--- config.mk ---
export PLATFORM = sky130hd
export DESIGN_NAME = we_control
export DESIGN_NICKNAME = d
export VERILOG_FILES = /design/src/rtl/we_control.sv
export SDC_FILE = /design/constraint.sdc
export NUM_CORES = 1
export LEC_CHECK = 0
export CORE_UTILIZATION = 47
export CTS_BUF_LIST = sky130_fd_sc_hd__clkbuf_4 sky130_fd_sc_hd__clkbuf_8
export DETAILED_ROUTE_END_ITERATION = 7
export GPL_TIMING_DRIVEN = 0
export PLACE_DENSITY = 0.82
export SETUP_SLACK_MARGIN = 0.3
export SKIP_LAST_GASP = 1
export SLEW_MARGIN = 20
export SYNTH_ARGS = -nofsm -noshare
export SYNTH_HDL_FRONTEND = slang
export SYNTH_SLANG_ARGS = --single-unit
--- constraint.sdc ---
create_clock -name wclk -period 3.5 [get_ports wclk]
set_input_delay 0.7 -clock wclk [delete_from_list [all_inputs] [get_ports wclk]]
set_output_delay 0.7 -clock wclk [all_outputs]
set_load 0.02 [all_outputs]
--- src/rtl/we_control.sv ---
// we_control: write-side pointer, full/level/almost-full and sticky overflow control of a dual-clock FIFO
// Optional macro WE_SYNC_EN adds a two-flop synchronizer on rptr_wclk.
module we_control #(
  parameter int ADDRWIDTH    = 4,
  parameter int AFULL_THRESH = 12
) (
  input  logic                 wclk,
  input  logic                 wrstn,
  input  logic                 wpush,
  input  logic                 wovf_clr,
  input  logic [ADDRWIDTH:0]   rptr_wclk,
  output logic                 wen,
  output logic [ADDRWIDTH-1:0] waddr,
  output logic [ADDRWIDTH:0]   wptr,
  output logic                 wfull,
  output logic [ADDRWIDTH:0]   wlevel,
  output logic                 walmost_full,
  output logic                 woverflow
);
  localparam int AW = ADDRWIDTH;
  localparam logic [AW:0] THRESH = (AW+1)'(AFULL_THRESH);
  logic [AW:0] wbin, wbin_next, wgray_next, rq, rbin_w, diff;
`ifdef WE_SYNC_EN
  logic [AW:0] rsync1, rsync2;
  always_ff @(posedge wclk or negedge wrstn)
    if (!wrstn) begin
      rsync1 <= '0;
      rsync2 <= '0;
    end else begin
      rsync1 <= rptr_wclk;
      rsync2 <= rsync1;
    end
  assign rq = rsync2;
`else
  assign rq = rptr_wclk;
`endif
  // Each binary bit is the XOR of all Gray bits from the MSB down to it
  for (genvar i = 0; i <= AW; i++) begin : g_g2b
    assign rbin_w[i] = ^rq[AW:i];
  end
  assign wen        = wpush & ~wfull;
  assign waddr      = wbin[AW-1:0];
  assign wbin_next  = wbin + {{AW{1'b0}}, wen};
  assign wgray_next = (wbin_next >> 1) ^ wbin_next;
  assign diff       = wbin_next - rbin_w;
  always_ff @(posedge wclk or negedge wrstn)
    if (!wrstn) begin
      wbin         <= '0;
      wptr         <= '0;
      wfull        <= 1'b0;
      wlevel       <= '0;
      walmost_full <= 1'b0;
      woverflow    <= 1'b0;
    end else begin
      wbin         <= wbin_next;
      wptr         <= wgray_next;
      wfull        <= wgray_next == {~rq[AW:AW-1], rq[AW-2:0]};
      wlevel       <= diff;
      walmost_full <= diff >= THRESH;
      woverflow    <= (wpush & wfull) ? 1'b1 : wovf_clr ? 1'b0 : woverflow;
    end
endmodule

==> metrics, run 1 <==
Num CTS Buffers=3; Reg-to-Reg End=walmost_full$_DFF_PN0_; total track usage=18.8%; clock latency on the worst-skew pair=280 ps; Async S/R FF share, synth=100%; CTS H-tree lvls=1; CTS clk-pin slew, worst paths=100 ps; sequential share of power=25.6%; delay-heaviest family, CP=adder cells; startpoint types=input port; Hold Slack=about 530 ps; combinational fraction of design power=between 60% and 70%; Min-Delay Path Depth=2; Yosys Warn Count=0; Worst EP arrival=3270 ps; CP max stage cell=clkdlybuf4s50_1; nets=between 100 and 150; maxcap violations=0; hold path start=woverflow$_DFFE_PN0P_; clk_skew=0.937 ps; Hold Crit Class=flip-flop to flip-flop; Slew Limit Headroom=between 50% and 60%; ratio of cells with drive above 1 in the final layout=17.3%; Final Cycle Share=88.3%; core area=about 0.0017 mm^2; Net Sw Frac=42.5%; final core occ=a little under three quarters; CTS tree=done; total wire length=1630 um; P_sw=between 0.5 and 0.6 mW; Die Y=45.3 um; Fill cells=approximately 140; ant diodes=0; Crit. End Element=flip-flop; drt wl/cell=12.7 um; P_leak=0.537 nW; post-synthesis sequential area ratio=between 40% and 50%; Antenna Nets Post-Route=0; Crit Path Category=input port to flip-flop; Clock Power Share=roughly 7.4%; status=complete, no violations; first-pass GRT wire length=2650 um; Yosys reg bits=17; ys flop type=dfrtp_1; Post-synth EDFFs=0; number of global-route vias before repair=639; worst endpoint required time=3680 ps; DR vias/cell=4.72; PortBufs=26; Top-Level Pins=27; area growth from synthesis to layout=40.9%; most frequent cells in the layout=23 x clkdlybuf4s50_1, 17 x dfrtp_1, 10 x xor2_1; crit path cell chain=clkdlybuf4s50_1 > nor2b_2 > and2_1 > ha_1 > fa_2 > maj3_2 > a21oi_2 > xnor2_1 > a311o_1; root buf cell=clkbuf_4; final number of setup-violating endpoints=0; Slew @ Worst Pin=745 ps; unrepaired setup endpoints after global routing=false; CTS Buffer Depth=2; fmax=around 320 MHz; DR iter-0 viols=3; R2R cell count=8; commonest non-fill, non-tap cell in the layout=clkdlybuf4s50_1; crit path time final=3090 ps; Pint=0.800 mW; syn nets=84; Hold Buf Count CTS=0; CP max stage delay=480 ps; top cell type's share of synthesized area=48.2%; Cell variety after synth=25; CP bufs+invs=1; Die Wd=45.3 um; worst-path fanout max=7; pin count of the biggest net entering global routing=18; power per cell area=1120 mW/mm^2; Row Count=15; r2r setup slk=900 ps; Synth area leader=dfrtp_1; Final Hold Fails=0; Post-Syn Area=882 um^2; Syn Inst Count=70; Worst Hold Path EP=woverflow$_DFFE_PN0P_; Die ar.=0.00205 mm^2; Starting Density=between 50% and 60%; placed cell area=0.00117 mm^2; syn avg cell area=roughly 13 um^2; routability cong.=0.720; final instance area=0.00124 mm^2; hpwl dp=1100 um; maximum VDD drop=733 uV; # clock sinks=17; DRT Pass-1 Iters=4; largest cells by area after synthesis=dfrtp_1 48%, xor2_1 11%, xnor2_1 7.9%, ha_1 5.7%, xor2_4 3.1%; initial antenna violation count=0; setup tns final=0 ps; via count=609; Pins Over Slew Limit=0; GRT overflow=0; DRC=0; origin of the critical flop-to-flop path=wfull$_DFF_PN0_
cells by family after synthesis:
logic type,share of synthesized area (%)
XOR/XNOR,26.5
buffers and inverters,2.13
AND/OR/NAND/NOR,8.51
adder cells (fa/ha/maj),9.22
flip-flops,48.2
AO/OA/AOI/OAI,5.39
flip-flops by register name, summed over array words and instances, names as in the netlist:
register and cells:
wbin 5, wlevel 5, wptr 4, walmost_full 1, wfull 1, woverflow 1
per-stage QoR:
| step | setup slack (ps) | power [mW] | cells |
|---|---|---|---|
| 2_1_floorplan | 336 | 0.936 | 70 |
| 3_3_place_gp | -326 | 1.20 | 121 |
| 3_5_place_dp | -383 | 1.23 | 121 |
| 4_1_cts | 388 | 1.38 | 129 |
| 5_1_grt | 324 | 1.50 | 129 |
| 6_report | 409 | 1.39 | 129 |
worst max-delay path by stage:
stage                            start                      to  slack [ps]  depth (start not counted)
final                            wpush  walmost_full$_DFF_PN0_         410                          9
after global routing      rptr_wclk[3]  walmost_full$_DFF_PN0_         320                         11
after CTS                        wpush  walmost_full$_DFF_PN0_         390                          9
after detailed placement  rptr_wclk[2]  walmost_full$_DFF_PN0_        -380                         11
after global placement    rptr_wclk[2]  walmost_full$_DFF_PN0_        -330                         11
after floorplan           rptr_wclk[2]  walmost_full$_DFF_PN0_         340                         10
area by class of cell:
cell class                 count  area [um^2]  share of cell area [%]
sequential                    17          425                    34.2
clock inverter                 1         5.00                   0.403
clock buffer                   3         22.5                    1.81
tap                           25         31.3                    2.52
timing repair buffer          30          287                    23.1
inverter                       5         18.8                    1.51
multi-input combinational     48          453                    36.5
cells in the mapped netlist, types with 2 or more instances:
cell	instances
xor2_1	11
o21ai_0	2
xnor2_1	8
ha_1	4
or3_1	2
nand3_1	3
inv_1	5
dfrtp_1	17
nand2_1	2
worst min-delay path, cell delays in order (launching register included):
cell	delay, ps
dfrtp_1	390
inv_1	50
o21ai_0	60
power groups by stage:
stage,Sequential [mW],Clock [mW],Combinational (mW)
global route,0.368,0.114,1.01
floorplan,0.482,0,0.454
finish,0.356,0.104,0.932
CTS,0.357,0.106,0.917
global placement,0.361,0,0.842
detailed placement,0.362,0,0.867
repair_timing:
item / in CTS / in global routing
cloned: 0 / 0
pin swaps: 5 / 0
buffers inserted: 4 / 0
hold endpoints to repair: 0 / 0
setup endpoints to repair: 2 / 1
resized for setup: 6 / 1
layer usage:
layer	track usage [%]	vias up	share of wire, %
li1	-	297	-
met2	31.3	22	53
met1	21.4	286	40
met4	12.1	0	1.5
met3	4.40	4	4.8
met5	0	-	0
Power figures use the tool's default switching activity.
==> inputs of run 2 (changes only) <==
- CORE_MARGIN: default -> 4
- CTS_CLUSTER_DIAMETER: default -> 120
- CTS_CLUSTER_SIZE: default -> 12
==> metrics, run 2 (synthesized netlist as in run 1, its figures left out) <==
Crit Path Category=input port to flip-flop (unchanged); final number of setup-violating endpoints=0 (unchanged); Pwr Total=1.40 mW (was 1.39 mW); ant diodes=0 (unchanged); initial antenna violation count=0 (unchanged); Largest regs=wbin x5, wlevel x5, wptr x4 (unchanged); hpwl dp=1300 um (was 1100 um); drt wl/cell=13.1 um (was 12.7 um); CTS H-tree lvls=1 (unchanged); Pint=0.808 mW (was 0.800 mW); CTS Buffer Depth=2 (unchanged); setup ws final=465 ps (was 409 ps); area growth from synthesis to layout=43.7% (was 40.9%); pre-CTS setup slack=-384 ps (was -383 ps); nets=120 (was 119); P_sw=0.592 mW (was 0.591 mW); # clock sinks=17 (unchanged); Row Count=15 (unchanged); Die Y=51.3 um (was 45.3 um); fmax=329 MHz (was 323 MHz); DRT Pass-1 Iters=4 (unchanged); CTS clk-pin slew, worst paths=100 ps (about the same); Clock Power Share=8.2% (was 7.4%); Slew @ Worst Pin=741 ps (was 745 ps); power per cell area=1100 mW/mm^2 (was 1120 mW/mm^2); total track usage=15.0% (was 18.8%); Pins Over Slew Limit=0 (unchanged); Crit. End Element=flip-flop (unchanged); Hold Crit Class=flip-flop to flip-flop (unchanged); combinational fraction of design power=66.3% (was 67.0%); status=complete, no violations (unchanged); Fill cells=129 (was 136); worst endpoint required time=3690 ps (was 3680 ps); Final Hold Fails=0 (unchanged); Top-Level Pins=27 (unchanged); clk_skew=4.16 ps (was 0.937 ps); Slew Limit Headroom=50.5% (was 50.1%); first-pass GRT wire length=2930 um (was 2650 um); ratio of cells with drive above 1 in the final layout=18.1% (was 17.3%); CTS tree=done (unchanged); unrepaired setup endpoints after global routing=false (unchanged); pin count of the biggest net entering global routing=18 (unchanged); Net Sw Frac=42.3% (was 42.5%); Starting Density=50.5% (unchanged); Die Wd=51.3 um (was 45.3 um); sequential share of power=25.5% (was 25.6%); routability cong.=0.682 (was 0.720); maxcap violations=0 (unchanged); root buf cell=clkbuf_4 (unchanged); total wire length=1700 um (was 1630 um); Num CTS Buffers=3 (unchanged); number of global-route vias before repair=665 (was 639); DR iter-0 viols=1 (was 3); Worst EP arrival=3220 ps (was 3270 ps); area of the multi-input gates=464 um^2 (was 453 um^2); DRC=0 (unchanged); commonest non-fill, non-tap cell in the layout=clkdlybuf4s50_1 (unchanged); DR vias/cell=4.84 (was 4.72); maximum VDD drop=539 uV (was 733 uV); Hold Buf Count CTS=0 (unchanged); crit path time final=3030 ps (was 3090 ps); worst-path fanout max=7 (unchanged); most frequent cells in the layout=23 x clkdlybuf4s50_1, 17 x dfrtp_1, 10 x xor2_1 (unchanged); Die ar.=0.00263 mm^2 (was 0.00205 mm^2); PortBufs=26 (unchanged); GRT overflow=0 (unchanged); P_leak=0.552 nW (was 0.537 nW); core area=0.00175 mm^2 (unchanged); Reg area=425 um^2 (unchanged); Final Cycle Share=86.7% (was 88.3%); clock latency on the worst-skew pair=290 ps (was 280 ps); Antenna Nets Post-Route=0 (unchanged); via count=629 (was 609); startpoint types=input port (unchanged)
## run 2: cell types whose count changed in the layout (fill, tap and decap cells not counted)
cell            previous run  this run
clkbuf_4                   3         4
clkinv_2                   1         0
buf_4                      4         5
dlygate4sd2_1              3         2
dlymetal6s2s_1             0         1
xor2_2                     1         0
xor2_4                     1         2
## run 2: final timing paths
| kind | start | endpoint | slack [ps] | cells after the start |
|---|---|---|---|---|
| setup / recovery | wpush | walmost_full$_DFF_PN0_ | 470 | 9 |
| hold / removal | woverflow$_DFFE_PN0P_ | woverflow$_DFFE_PN0P_ | 530 | 2 |
| setup reg to reg | wfull$_DFF_PN0_ | walmost_full$_DFF_PN0_ | 980 | 8 |
| hold reg to reg | woverflow$_DFFE_PN0P_ | woverflow$_DFFE_PN0P_ | 530 | 2 |
| max in group asynchronous | wrstn | wptr[1]$_DFF_PN0_ | 2200 | 1 |
| min in group asynchronous | wrstn | wptr[2]$_DFF_PN0_ | 840 | 1 |
## run 2: layout make-up
class / instances / area share (%)
Clock buffer: 4 / 2.37
Inverter: 5 / 1.48
Multi-Input combinational cell: 48 / 36.6
Sequential cell: 17 / 33.6
Tap cell: 25 / 2.47
Timing Repair Buffer: 31 / 23.5
## run 2: power by group through the flow
stage          Sequential [mW]  Combinational, mW  Clock, mW
2_1_floorplan            0.482              0.454          0
3_3_place_gp             0.360              0.846          0
3_5_place_dp             0.363              0.878          0
4_1_cts                  0.359              0.935      0.113
5_1_grt                  0.373               1.01      0.123
6_report                 0.357              0.928      0.114
## run 2: timing repair
action	4_1_cts	5_1_grt
endpoints found under the setup margin	2	2
setup buffers	5	0
pin swaps	4	0
gates resized for setup	6	2
## run 2: routing by layer
metal | GRT usage [%] | up-vias | share of wire [%]
li1 | - | 304 | -
met1 | 17.5 | 300 | 38
met3 | 2.04 | 4 | 6.4
met2 | 28.5 | 21 | 55
met5 | 0 | - | 0
met4 | 3.93 | 0 | 0.88
## run 2: through the flow
| stage | hold WS, ps | std cells | setup TNS, ps | utilization [%] | instance area [um^2] |
|---|---|---|---|---|---|
| 2_1_floorplan | 404 | 70 | 0 | - | 882 |
| 3_3_place_gp | 510 | 121 | -409 | 67.2 | 1170 |
| 3_5_place_dp | 520 | 121 | -527 | 67.2 | 1170 |
| 4_1_cts | 541 | 130 | 0 | 72.3 | 1260 |
| 5_1_grt | 596 | 130 | 0 | 72.6 | 1270 |
| 6_report | 530 | 130 | 0 | 72.6 | 1270 |
## run 2: critical path: stages
cell and delay [ps]:
clkdlybuf4s50_1 480, nor2b_2 250, and2_1 170, ha_1 330
fa_2 440, maj3_2 320, a21oi_2 140, xnor2_1 100
a311o_1 270
